`src/rtl/dco_tune_ctrl.sv`:
```
// DCO acquisition/tracking controller: SAR coarse search on the ring-oscillator
// select, then bias + signed loop-filter code with clamp, lock detect and re-acquire.
module dco_tune_ctrl #(
  parameter int unsigned RO_WIDTH      = 8,
  parameter int unsigned DCO_CC_WIDTH  = 8,
  parameter int unsigned SETTLE_CYCLES = 16,
  parameter int unsigned LOCK_COUNT    = 8,
  parameter int unsigned LOCK_THRESH   = 2,
  parameter int unsigned SAT_LIMIT     = 16
) (
  input  logic                    clk_i,
  input  logic                    rst_i,
  input  logic                    start_i,
  input  logic                    pd_valid_i,
  input  logic                    pd_fast_i,
  input  logic [DCO_CC_WIDTH-1:0] dco_cc_i,
  input  logic                    dco_cc_valid_i,
  output logic [RO_WIDTH-1:0]     f_sel_o,
  output logic                    f_sel_upd_o,
  output logic [RO_WIDTH-1:0]     bias_o,
  output logic [1:0]              state_o,
  output logic                    locked_o,
  output logic                    sat_o,
  output logic                    busy_o
);

  localparam int unsigned SW  = RO_WIDTH + 2;
  localparam int unsigned CW  = $clog2(SETTLE_CYCLES + 1);
  localparam int unsigned LW  = $clog2(LOCK_COUNT + 1);
  localparam int unsigned SLW = (SAT_LIMIT > 1) ? $clog2(SAT_LIMIT) : 1;
  localparam int unsigned IW  = (RO_WIDTH > 1) ? $clog2(RO_WIDTH) : 1;
  localparam logic [RO_WIDTH-1:0] MID = {1'b1, {(RO_WIDTH-1){1'b0}}};

  typedef enum logic [1:0] {
    IDLE    = 2'd0,
    SETTLE  = 2'd1,
    MEASURE = 2'd2,
    TRACK   = 2'd3
  } state_t;

  state_t                r_state, w_state;
  logic [RO_WIDTH-1:0]   r_fsel, w_fsel;
  logic [RO_WIDTH-1:0]   r_bias, w_bias;
  logic                  r_upd, w_upd;
  logic                  r_locked, w_locked;
  logic                  r_sat, w_sat;
  logic [IW-1:0]         r_idx, w_idx;
  logic [CW-1:0]         r_settle_cnt, w_settle_cnt;
  logic [LW-1:0]         r_lock_cnt, w_lock_cnt;
  logic [SLW-1:0]        r_sat_cnt, w_sat_cnt;
  logic                  w_reacq;

  logic [SW-1:0]           w_sum;
  logic [RO_WIDTH-1:0]     w_clamped;
  logic                    w_clamp_hit;
  logic [DCO_CC_WIDTH:0]   w_cc_wide, w_cc_abs;
  logic                    w_in_thresh;
  logic [RO_WIDTH-1:0]     w_trial_bit, w_code;

  assign w_sum = {2'b00, r_bias}
               + {{(SW-DCO_CC_WIDTH){dco_cc_i[DCO_CC_WIDTH-1]}}, dco_cc_i};

  always_comb begin
    w_clamped   = w_sum[RO_WIDTH-1:0];
    w_clamp_hit = 1'b0;
    if (w_sum[SW-1]) begin
      w_clamped   = '0;
      w_clamp_hit = 1'b1;
    end else if (w_sum[SW-2]) begin
      w_clamped   = '1;
      w_clamp_hit = 1'b1;
    end
  end

  // Magnitude taken one bit wider so the most negative code does not wrap.
  assign w_cc_wide   = {dco_cc_i[DCO_CC_WIDTH-1], dco_cc_i};
  assign w_cc_abs    = w_cc_wide[DCO_CC_WIDTH] ? (~w_cc_wide + (DCO_CC_WIDTH+1)'(1)) : w_cc_wide;
  assign w_in_thresh = (w_cc_abs <= (DCO_CC_WIDTH+1)'(LOCK_THRESH));

  assign w_trial_bit = RO_WIDTH'(1) << r_idx;
  assign w_code      = pd_fast_i ? (r_fsel & ~w_trial_bit) : r_fsel;

  always_comb begin
    w_state      = r_state;
    w_fsel       = r_fsel;
    w_bias       = r_bias;
    w_upd        = 1'b0;
    w_locked     = r_locked;
    w_sat        = r_sat;
    w_idx        = r_idx;
    w_settle_cnt = r_settle_cnt;
    w_lock_cnt   = r_lock_cnt;
    w_sat_cnt    = r_sat_cnt;
    w_reacq      = 1'b0;

    case (r_state)
      IDLE: ;
      // The first SETTLE cycle doubles as the trial write cycle.
      SETTLE: begin
        if (r_settle_cnt == CW'(SETTLE_CYCLES)) begin
          w_state      = MEASURE;
          w_settle_cnt = '0;
        end else begin
          w_settle_cnt = r_settle_cnt + 1'b1;
        end
      end
      MEASURE: begin
        if (pd_valid_i) begin
          w_upd = 1'b1;
          if (r_idx != '0) begin
            w_fsel  = w_code | (w_trial_bit >> 1);
            w_idx   = r_idx - 1'b1;
            w_state = SETTLE;
          end else begin
            w_fsel  = w_code;
            w_bias  = w_code;
            w_state = TRACK;
          end
        end
      end
      TRACK: begin
        if (dco_cc_valid_i) begin
          w_fsel = w_clamped;
          w_upd  = 1'b1;
          w_sat  = w_clamp_hit;
          if (w_in_thresh) begin
            w_lock_cnt = (r_lock_cnt == LW'(LOCK_COUNT)) ? r_lock_cnt : r_lock_cnt + 1'b1;
            w_locked   = (w_lock_cnt == LW'(LOCK_COUNT));
          end else begin
            w_lock_cnt = '0;
            w_locked   = 1'b0;
          end
          if (!w_clamp_hit) begin
            w_sat_cnt = '0;
          end else if (r_sat_cnt == SLW'(SAT_LIMIT - 1)) begin
            w_reacq = 1'b1;
          end else begin
            w_sat_cnt = r_sat_cnt + 1'b1;
          end
        end
      end
      default: w_state = IDLE;
    endcase

    if (start_i || w_reacq) begin
      w_state      = SETTLE;
      w_fsel       = MID;
      w_upd        = 1'b1;
      w_idx        = IW'(RO_WIDTH - 1);
      w_settle_cnt = '0;
      w_locked     = 1'b0;
      w_sat        = 1'b0;
      w_lock_cnt   = '0;
      w_sat_cnt    = '0;
    end
  end

  always_ff @(posedge clk_i) begin
    if (rst_i) begin
      r_state      <= IDLE;
      r_fsel       <= MID;
      r_bias       <= MID;
      r_upd        <= 1'b0;
      r_locked     <= 1'b0;
      r_sat        <= 1'b0;
      r_idx        <= '0;
      r_settle_cnt <= '0;
      r_lock_cnt   <= '0;
      r_sat_cnt    <= '0;
    end else begin
      r_state      <= w_state;
      r_fsel       <= w_fsel;
      r_bias       <= w_bias;
      r_upd        <= w_upd;
      r_locked     <= w_locked;
      r_sat        <= w_sat;
      r_idx        <= w_idx;
      r_settle_cnt <= w_settle_cnt;
      r_lock_cnt   <= w_lock_cnt;
      r_sat_cnt    <= w_sat_cnt;
    end
  end

  assign f_sel_o     = r_fsel;
  assign f_sel_upd_o = r_upd;
  assign bias_o      = r_bias;
  assign state_o     = r_state;
  assign locked_o    = r_locked;
  assign sat_o       = r_sat;
  assign busy_o      = (r_state == SETTLE) || (r_state == MEASURE);

endmodule

```
`config.mk`:
```
export PLATFORM = sky130hd
export DESIGN_NAME = dco_tune_ctrl
export DESIGN_NICKNAME = d
export VERILOG_FILES = /design/src/rtl/dco_tune_ctrl.sv
export SDC_FILE = /design/constraint.sdc
export NUM_CORES = 1
export LEC_CHECK = 0
export ABC_CLOCK_PERIOD_IN_PS = 2850
export CORE_MARGIN = 2
export CORE_UTILIZATION = 55
export CTS_BUF_LIST = sky130_fd_sc_hd__clkbuf_16
export DETAILED_ROUTE_END_ITERATION = 10
export PLACE_DENSITY = 0.8
export SETUP_SLACK_MARGIN = 0.3
export SLEW_MARGIN = 20
export SYNTH_ARGS = -nofsm -noshare
export SYNTH_HDL_FRONTEND = slang
export SYNTH_SLANG_ARGS = --single-unit
```
`constraint.sdc`:
```
create_clock -name clk_i -period 2.85 [get_ports clk_i]
set_input_delay 0.7125 -clock clk_i [delete_from_list [all_inputs] [get_ports clk_i]]
set_output_delay 0.7125 -clock clk_i [all_outputs]
set_load 0.02 [all_outputs]
```
==> summary.txt, run 1 <==
Place
  – IO buf count: 35
  – Post-DP HPWL: 5160 µm
  – DP Worst Slack: -0.315 ns
  – Post-DP Area: 0.00322 mm²
  – GP Congestion: roughly 0.94

Setup path
  – Critical Path Start Type: input pin
  – Crit path cell chain: dlygate4sd2_1, ha_4, a211oi_2, nand2_2, a221oi_2, mux2i_2, a311o_1, buf_6, nand3b_1
  – Max incr delay on CP: 0.37 ns
  – CP delay by family, top: compound AO/OA/AOI/OAI gates
  – Worst-path fanout max: 8
  – Worst path bufs/invs: 2
  – Crit path kind: input pin to flip-flop
  – WP data arrival: 2.72 ns
  – Critical Path Sink Type: flip-flop
  – CP Data Required Time: around 3.0 ns
  – Crit-path slowest cell: a311o_1

Routing
  – Via/cell ratio: 6.20
  – Final WL: 7760 µm
  – Total number of vias: 2821
  – DRC: 0
  – DRT Pass-1 Iters: 5
  – Routed Antenna Nets: 0
  – Iter 0 DRT Violations: 210
  – Routed length per instance: 17.1 µm

Final layout
  – Area delta synth->final: 37.0%
  – Diode count: 0
  – Nets: 439
  – Layout Utilization: 77.6%
  – Final instance area: 0.00362 mm²
  – Layout cells sized above 1: 22.9%

Synthesis
  – Area fraction in compound gates after synthesis: 25.2%
  – Post-synthesis mux area share: 2.04%
  – Synth Area in Adders: 11.7%
  – Synth Register Bits: 37
  – Largest area contributor in the netlist: dfxtp_1
  – Main combinational cell family by area after synthesis: compound AO/OA/AOI/OAI gates
  – Asr flop ratio synth: 0%
  – Number of synthesized flops with an enable pin: 0
  – Synth area leaders: dfxtp_1 28%, ha_1 11%, a21oi_1 6.6%, nor2_1 6.3%, nand2_1 4.3%
  – Syn Std Cell Area: 0.00264 mm²
  – Xor/xnor cell area share of the yosys netlist: 3.98%
  – Synth top area share: approximately 28%
  – Syn Inst Count: 334
  – Simple-Gate Fraction of Synth Area: 23.1%
  – Cell variety after synth: 57
  – Synthesized Nets: 372
  – Part of the Yosys area used for sequential elements: 28.1%
  – Yosys warnings: 0
  – Top FF cell, synth: dfxtp_1
  – Syn avg cell area: 7.90 µm²

Floorplan
  – Starting Density: 56.6%
  – Die area: 0.00537 mm²
  – # IOs: 36
  – Core area: 0.00466 mm²
  – Core Rows: 25
  – Die X: 73.3 µm
  – Die height: 73.3 µm

STA
  – Fmax: 0.392 GHz
  – Slew @ Worst Pin: 0.626 ns
  – Final Worst Setup Slack: around 0.3 ns
  – Setup violators final: 0
  – Slew Viols, Final: 0
  – Fin. Hold Viols: 0
  – Fin crit share: ~90%
  – Clk_skew: between 0.003 and 0.004 ns
  – Setup TNS after final layout: 0 ns
  – RSZ-0062 raised after global routing: false
  – Minimum clock period: 2.55 ns
  – Rel. slew slack: 58.2%

Power and ir drop
  – Leak Pwr: 0.00138 µW
  – Maximum vdd drop: approximately 0.32 mV
  – Power per cell area: 386 mW/mm²

GRT
  – GRT overflow: 0
  – Initial antenna violation count: 0
  – Largest net degree at the start of global routing: 16
  – GRT Util Overall: 28.3%
  – Number of global-route vias before repair: 2563
  – First-pass GRT wire length: 11700 µm

Clock network
  – Clock Tree Buf Depth: 2
  – Hold buffers post-CTS: 0
  – Clock transition at the registers of the reported paths: 0.06 ns
  – Cts bufs inserted: 5
  – Clk_lat worst skew: 0.28 ns
  – H-tree levels: 2
  – TritonCTS clock tree: yes
  – Root Buffer: clkbuf_16
  – CTS sink count: 37

Flow run
  – Reported max-cap violation count: 0

Outcome
  – Run status: finished clean

Hold path
  – Type of the most critical hold path: flip-flop to flip-flop
through the flow:
| stage | power [µW] | instances | hold WS [ns] |
|---|---|---|---|
| after detailed placement | 761 | 440 | 0.460 |
| after global placement | 756 | 440 | 0.462 |
| after global routing | 1440 | 455 | 0.482 |
| after floorplan | 673 | 334 | 0.466 |
| after CTS | 1390 | 454 | 0.474 |
| final | 1400 | 455 | 0.470 |
state kept, by name (all words and copies together), names as in the netlist:
signal	cells
r_idx	3
sat_o	1
r_sat_cnt	4
bias_o	8
f_sel_upd_o	1
r_settle_cnt	5
state_o	2
f_sel_o	8
locked_o	1
r_lock_cnt	4
where the power goes:
group / switching (µW) / internal [µW] / total (µW) / leakage, µW
registers: 12.2 / 526 / 538 / 0.000300
clock network: 209 / 406 / 615 / 0.0000797
logic: 130 / 112 / 242 / 0.000999
total: 352 / 1040 / 1400 / 0.00138
synthesized netlist by cell type (2+ instances only):
master and instances:
nand3_1 15, a21oi_1 35, a21oi_4 2, dfxtp_1 37, mux2i_1 4, a211oi_2 5, a32o_1 2, buf_6 3
xnor2_1 5, a31oi_1 3, inv_1 21, nand4_1 3, xor2_1 7, nor3_1 4, ha_1 23, clkbuf_1 8
a211oi_1 2, a21oi_2 3, and3_1 3, nand2_1 30, o21ai_0 19, or4_1 3, buf_2 2, nor2_1 44
nor2b_1 5, nand3b_1 4, o211ai_1 5, a22oi_1 4, and2_1 2, nand2b_1 4
cell type report:
cell class | count | area, µm²
Fill cell | 298 | 1040
Multi-Input combinational cell | 262 | 1930
Clock buffer | 5 | 125
Clock inverter | 2 | 35.0
Tap cell | 54 | 67.6
Timing Repair Buffer | 74 | 636
Sequential cell | 37 | 741
Inverter | 21 | 78.8
worst reg2reg max path, stage by stage, from the launching register on:
cell and delay, ns:
dfxtp_1 0.44, ha_4 0.26, buf_4 0.14, nand3_1 0.11, nand2_2 0.09, a221oi_2 0.33, mux2i_2 0.14, a311o_1 0.37
buf_6 0.18, nand3b_1 0.15
placed cells by master (no fill, tap or decap), drive strengths merged, types with 3 or more instances in the layout:
| cell type | n |
|---|---|
| xor2 | 7 |
| nor3 | 5 |
| nand2 | 31 |
| a21oi | 40 |
| a31oi | 4 |
| nand2b | 4 |
| mux2i | 5 |
| nor2b | 5 |
| clkbuf | 8 |
| and3 | 3 |
| nand3 | 15 |
| buf | 40 |
| dfxtp | 37 |
| o21ai | 20 |
| inv | 21 |
| a211oi | 7 |
| xnor2 | 5 |
| a22oi | 4 |
| nand3b | 4 |
| nand4 | 3 |
| ha | 23 |
| nor2 | 44 |
| or4 | 3 |
| o211ai | 5 |
| clkdlybuf4s50 | 26 |
kinds of logic after synthesis:
logic type,count (synthesis)
AO/OA/AOI/OAI,95
XOR/XNOR,12
adder cells (fa/ha/maj),24
buffers and inverters,35
flip-flops,37
multiplexers,5
AND/OR/NAND/NOR,126
worst paths after layout:
check / slack [ns] / cells after the start / start / to
worst max-delay path: 0.30 / 9 / dco_cc_i[5] / f_sel_o[7]
worst min-delay path: 0.47 / 2 / sat_o / sat_o
worst max register to register: 0.51 / 9 / bias_o[6] / f_sel_o[7]
worst min register to register: 0.47 / 2 / sat_o / sat_o
per-layer routing:
metal | vias up | track usage, % | part of all wire [%] | wire, µm
li1 | 1324 | - | - | -
met1 | 1332 | 32.5 | 39 | 3030
met2 | 134 | 49.8 | 52 | 4030
met3 | 31 | 5.90 | 5.8 | 454
met4 | 0 | 13.2 | 3.1 | 243
met5 | - | 0 | 0 | 0
repair_timing:
item | CTS | global route
endpoints found under the setup margin | 28 | 27
buffers inserted | 6 | 1
resized for setup | 36 | 20
pin swaps | 11 | 14
gates cloned | 1 | 0
No activity file was read; power rests on OpenSTA's default activity.
==> inputs of run 2 (changes only) <==
--- a/config.mk
+++ b/config.mk
@@ -8,5 +8,5 @@
 export ABC_CLOCK_PERIOD_IN_PS = 2850
-export CORE_MARGIN = 2
 export CORE_UTILIZATION = 55
 export CTS_BUF_LIST = sky130_fd_sc_hd__clkbuf_16
+export CTS_CLUSTER_SIZE = 12
 export DETAILED_ROUTE_END_ITERATION = 10
--- a/constraint.sdc
+++ b/constraint.sdc
@@ -3,2 +3,2 @@
 set_output_delay 0.7125 -clock clk_i [all_outputs]
-set_load 0.02 [all_outputs]
+set_load 0.1 [all_outputs]
==> run 2 against run 1 <==
Compared with the run above: the flow now finishes with violations (design-rule violations); total power is 3.7% lower; critical path type unchanged; worst setup slack worse by 0.020 ns; cell count up 2.0%; die area decreased by 5.4%.
==> summary.txt, run 2 (synthesized netlist as in run 1, its figures left out) <==
Final layout
  – Filler Cell Count: 285
  – Layout Utilization: between 80% and 90%
  – Commonest non-fill, non-tap cell in the layout: buf_4
  – Most frequent cells in the layout: 67 x buf_4, 42 x nor2_1, 30 x a21oi_1
  – Layout cells sized above 1: 31.8%
  – Area occupied by multi-input gates: around 0.0019 mm²
  – Diode count: 0
  – Area delta synth->final: 36.5%
  – Nets: between 400 and 500
  – Sequential cell area: 753 µm²
  – Finished Layout Cells: 464

GRT
  – Initial antenna violation count: 0
  – First-pass GRT wire length: 12200 µm
  – GRT overflow: 0
  – GRT Util Overall: 30.3%
  – Largest net degree at the start of global routing: 15
  – Number of global-route vias before repair: 2543

Routing
  – Routed Antenna Nets: 0
  – Routed length per instance: 16.7 µm
  – Iter 0 DRT Violations: 198
  – Total number of vias: 2836
  – DRC: 2
  – Final WL: approximately 7700 µm
  – DRT Pass-1 Iters: 9
  – Via/cell ratio: between 6 and 7

Setup path
  – Critical Path Stages: 9
  – Crit path cell chain: clkdlybuf4s15_1, ha_4, a211oi_2, nand2_1, a221oi_2, mux2i_2, a311o_2, buf_6, nand3b_1
  – Critical Path Sink Type: flip-flop
  – Max incr delay on CP: between 0.4 and 0.5 ns
  – Worst path bufs/invs: 2
  – CP delay by family, top: compound AO/OA/AOI/OAI gates
  – CP Data Required Time: 3.00 ns
  – R2R cell count: 7
  – Crit path kind: input pin to flip-flop
  – Critical Path Start Type: input pin
  – Crit-path slowest cell: a311o_2
  – WP data arrival: 2.73 ns
  – Worst-path fanout max: 5
  – Worst R2R Setup Slack: 0.49 ns

Clock network
  – Clk_lat worst skew: 0.27 ns
  – Root Buffer: clkbuf_16
  – Hold buffers post-CTS: 0
  – TritonCTS clock tree: yes
  – CTS sink count: 37
  – Cts bufs inserted: 5
  – Clock Tree Buf Depth: 2
  – Clock transition at the registers of the reported paths: 0.05 ns
  – H-tree levels: 2

STA
  – Worst hold slack: 0.481 ns
  – Setup violators final: 0
  – Clk_skew: 0.00330 ns
  – Slew @ Worst Pin: 0.539 ns
  – Slew Viols, Final: 0
  – Fin crit share: 90.3%
  – Rel. slew slack: 64.1%
  – RSZ-0062 raised after global routing: false
  – Minimum clock period: 2.57 ns
  – Fin. Hold Viols: 0
  – Fmax: 0.389 GHz

Power and ir drop
  – Leak Pwr: 0.00144 µW
  – Sw frac: 28.6%
  – Sequential Power Share: 40.1%
  – Combinational share of power: 21.5%
  – Clock share of power: between 30% and 40%
  – Power per cell area: about 370 mW/mm²
  – Maximum vdd drop: 0.299 mV
  – Pint: 959 µW
  – Switch Pwr: 384 µW

Floorplan
  – Die area: 0.00508 mm²
  – Die X: 71.3 µm
  – Core area: between 0.004 and 0.005 mm²
  – Starting Density: 59.0%
  – # IOs: 36
  – Die height: 71.3 µm
  – Core Rows: 24

Place
  – Placed cells: between 400 and 500
  – IO buf count: 35
  – GP Congestion: about 1.0
  – Post-DP HPWL: 5290 µm

Hold path
  – Hold path depth: 2
  – Type of the most critical hold path: flip-flop to flip-flop

Outcome
  – Failing checks: design-rule violations
  – Run status: finished, violations left

Flow run
  – Reported max-cap violation count: 0
-- run 2: stage by stage --
| stage | worst slack, ns | instance area, µm² | power (µW) | TNS, ns |
|---|---|---|---|---|
| 2_1_floorplan | 0.298 | 2660 | 712 | 0 |
| 3_3_place_gp | -0.254 | 3270 | 804 | -3.40 |
| 3_5_place_dp | -0.283 | 3270 | 808 | -5.22 |
| 4_1_cts | 0.280 | 3530 | 1330 | 0 |
| 5_1_grt | 0.240 | 3600 | 1390 | 0 |
| 6_report | 0.278 | 3600 | 1340 | 0 |
-- run 2: area by class of cell --
| class | count | area share, % |
|---|---|---|
| sequential | 37 | 20.9 |
| tap | 52 | 1.80 |
| inverter | 21 | 2.19 |
| multi-input combinational | 262 | 52.8 |
| clock inverter | 2 | 0.312 |
| timing repair buffer | 85 | 18.6 |
| clock buffer | 5 | 3.47 |
-- run 2: final timing paths --
| check | from | end |
|---|---|---|
| worst max-delay path | dco_cc_i[7] | f_sel_o[7] |
| worst min-delay path | sat_o | sat_o |
| worst min register to register | sat_o | sat_o |
| worst max register to register | state_o[1] | f_sel_o[6] |
-- run 2: power groups by stage --
stage / clock, µW / sequential, µW / combinational (µW)
floorplan: 0 / 577 / 135
global placement: 0 / 549 / 255
detailed placement: 0 / 549 / 259
CTS: 520 / 538 / 270
global route: 547 / 539 / 308
finish: 516 / 538 / 289
-- run 2: timing repair --
item	in CTS	in global routing
setup buffers	2	3
pin swaps	9	12
gates cloned	1	1
setup endpoints to repair	28	25
resized for setup	31	22
-- run 2: worst reg2reg max path, cell delays in order, from the launching register on --
cell,delay [ns]
dfxtp_2,0.37
ha_1,0.51
nand2_2,0.16
a21oi_4,0.16
o21ai_1,0.12
or4_1,0.58
o22a_1,0.20
nor3b_2,0.14
-- run 2: metal layers --
layer	vias to the layer above	part of all wire, %	GRT usage [%]
met2	146	46	47.0
li1	1346	-	-
met5	-	0	0
met3	20	8.3	6.61
met4	0	1.7	9.56
met1	1324	44	42.1
==> inputs of run 3 (changes only) <==
CELL_PAD_IN_SITES_DETAIL_PLACEMENT = 0   (was unset)
CELL_PAD_IN_SITES_GLOBAL_PLACEMENT = 1   (was unset)
CORE_UTILIZATION = 41   (was 55)
PLACE_DENSITY = unset   (was 0.8)
PLACE_DENSITY_LB_ADDON = 0.1   (was unset)
==> run 3 against run 2 <==
Compared with the run above: the run now ends clean; total power increased by 2.3%; sequential cell count unchanged; sequential power about the same; combinational power decreased by 3%; non-clock buffer count decreased by 4; cell count increased by 4.3%; critical path type unchanged; critical endpoint is now r_settle_cnt[3]; highest routed layer unchanged.
==> summary.txt, run 3 (synthesized netlist as in run 1, its figures left out) <==
Outcome
  – Run status: finished clean

Clock network
  – Clock Tree Buf Depth: 2
  – H-tree levels: 2
  – TritonCTS clock tree: yes
  – Clk_lat worst skew: 0.29 ns
  – Cts bufs inserted: 5
  – Clock transition at the registers of the reported paths: 0.06 ns
  – Root Buffer: clkbuf_16
  – Hold buffers post-CTS: 0
  – CTS sink count: 37

Routing
  – Routed Antenna Nets: 0
  – DRC: 0
  – Final WL: 7210 µm
  – Routed length per instance: roughly 15 µm
  – DRT Pass-1 Iters: 4
  – Via/cell ratio: 5.39
  – Iter 0 DRT Violations: 109
  – Total number of vias: 2611

Final layout
  – Area delta synth->final: 37.9%
  – Most frequent cells in the layout: 63 x buf_4, 43 x nor2_1, 32 x a21oi_1
  – Commonest non-fill, non-tap cell in the layout: buf_4
  – Layout cells sized above 1: between 30 and 40%
  – Nets: roughly 450
  – Diode count: 0

STA
  – Fin crit share: 88.4%
  – Worst hold slack: 0.473 ns
  – Slew Viols, Final: 0
  – Slew @ Worst Pin: 0.530 ns
  – Rel. slew slack: 64.7%
  – Minimum clock period: 2.52 ns
  – Fmax: 0.397 GHz
  – Setup violators final: 0
  – Final Worst Setup Slack: between 0.3 and 0.4 ns
  – Setup TNS after final layout: 0 ns
  – Fin. Hold Viols: 0
  – RSZ-0062 raised after global routing: true
  – Clk_skew: 0.00597 ns

GRT
  – Number of global-route vias before repair: 2439
  – Initial antenna violation count: 0
  – GRT Util Overall: between 20 and 25%
  – Largest net degree at the start of global routing: 15
  – GRT overflow: 0
  – First-pass GRT wire length: 11600 µm

Setup path
  – CP Data Required Time: 3.07 ns
  – Worst-path fanout max: 7
  – Critical Path Start Type: input pin
  – WP data arrival: 2.74 ns
  – Critical Path Sink Type: flip-flop
  – Crit path kind: input pin to flip-flop

Hold path
  – Type of the most critical hold path: flip-flop to flip-flop

Floorplan
  – Die area: 0.00676 mm²
  – Core area: 0.00606 mm²
  – Starting Density: 43.6%
  – # IOs: 36
  – Die X: between 80 and 90 µm
  – Die height: 82.2 µm
  – Core Rows: 28

Flow run
  – Reported max-cap violation count: 0

Power and ir drop
  – Power per cell area: 377 mW/mm²
  – Leak Pwr: 0.00145 µW
  – Pint: 970 µW
  – Combinational share of power: 20.4%
  – Switch Pwr: 405 µW
  – Maximum vdd drop: around 0.32 mV
  – Sw frac: 29.4%
  – Sequential Power Share: between 30% and 40%
  – Clock share of power: 40.4%

Place
  – GP Congestion: between 0.8 and 0.9
  – IO buf count: 35
  – DP Worst Slack: -0.327 ns
  – Post-DP HPWL: 5380 µm
-- run 3: cell types whose count changed in the layout (fill, tap and decap cells not counted), sizes merged --
cell           change
dlygate4sd2        -1
clkbuf             -3
buf                -2
inv                +1
clkdlybuf4s15      +2
-- run 3: per-layer routing --
layer | routed length (µm) | vias up | GRT usage (%)
met5 | 0 | - | 0
met4 | 127 | 0 | 7.54
met3 | 202 | 8 | 3.41
met2 | 3540 | 46 | 38.9
met1 | 3340 | 1224 | 29.1
li1 | - | 1333 | -
-- run 3: cell type report --
type                    instances  area (µm²)
repair buffers                 81         696
well taps                      75        93.8
flip-flops and latches         37         753
multi-input cells             262        1870
inverters                      21        78.8
fillers                       565        2420
clock inverters                 3        21.3
clock buffers                   5         125
-- run 3: critical path, cell delays in order --
cell and delay, ns:
buf_8 0.10, ha_4 0.16, fa_2 0.40, nand3_2 0.10
nand2_2 0.06, a221oi_2 0.27, mux2i_2 0.14, a311o_2 0.41
buf_12 0.15, buf_16 0.13, nor2_1 0.11
-- run 3: path summary, 6_finish.rpt --
path / start / to / slack [ns] / cells past startpoint
min: sat_o / sat_o / 0.47 / 2
max reg2reg: bias_o[0] / r_settle_cnt[3] / 0.52 / 10
min reg2reg: sat_o / sat_o / 0.47 / 2
max: dco_cc_i[0] / r_settle_cnt[3] / 0.33 / 11
-- run 3: power groups by stage --
stage / Clock [µW] / Sequential [µW] / Combinational (µW)
floorplan: 0 / 577 / 135
global placement: 0 / 549 / 255
detailed placement: 0 / 549 / 256
CTS: 566 / 538 / 273
global route: 591 / 540 / 303
finish: 556 / 538 / 281
-- run 3: per-stage QoR --
stage	util (%)	power (µW)	cells	area (µm²)
6_report	60.1	1370	484	3640
5_1_grt	60.1	1430	484	3640
4_1_cts	59.3	1380	483	3590
3_5_place_dp	54.1	805	469	3280
3_3_place_gp	54.1	804	469	3280
2_1_floorplan	-	712	334	2660
-- run 3: repair_timing --
action,4_1_cts,5_1_grt
gates cloned,1,0
endpoints found under the setup margin,28,13
buffers inserted,5,1
resized for setup,39,9
pin swaps,12,9
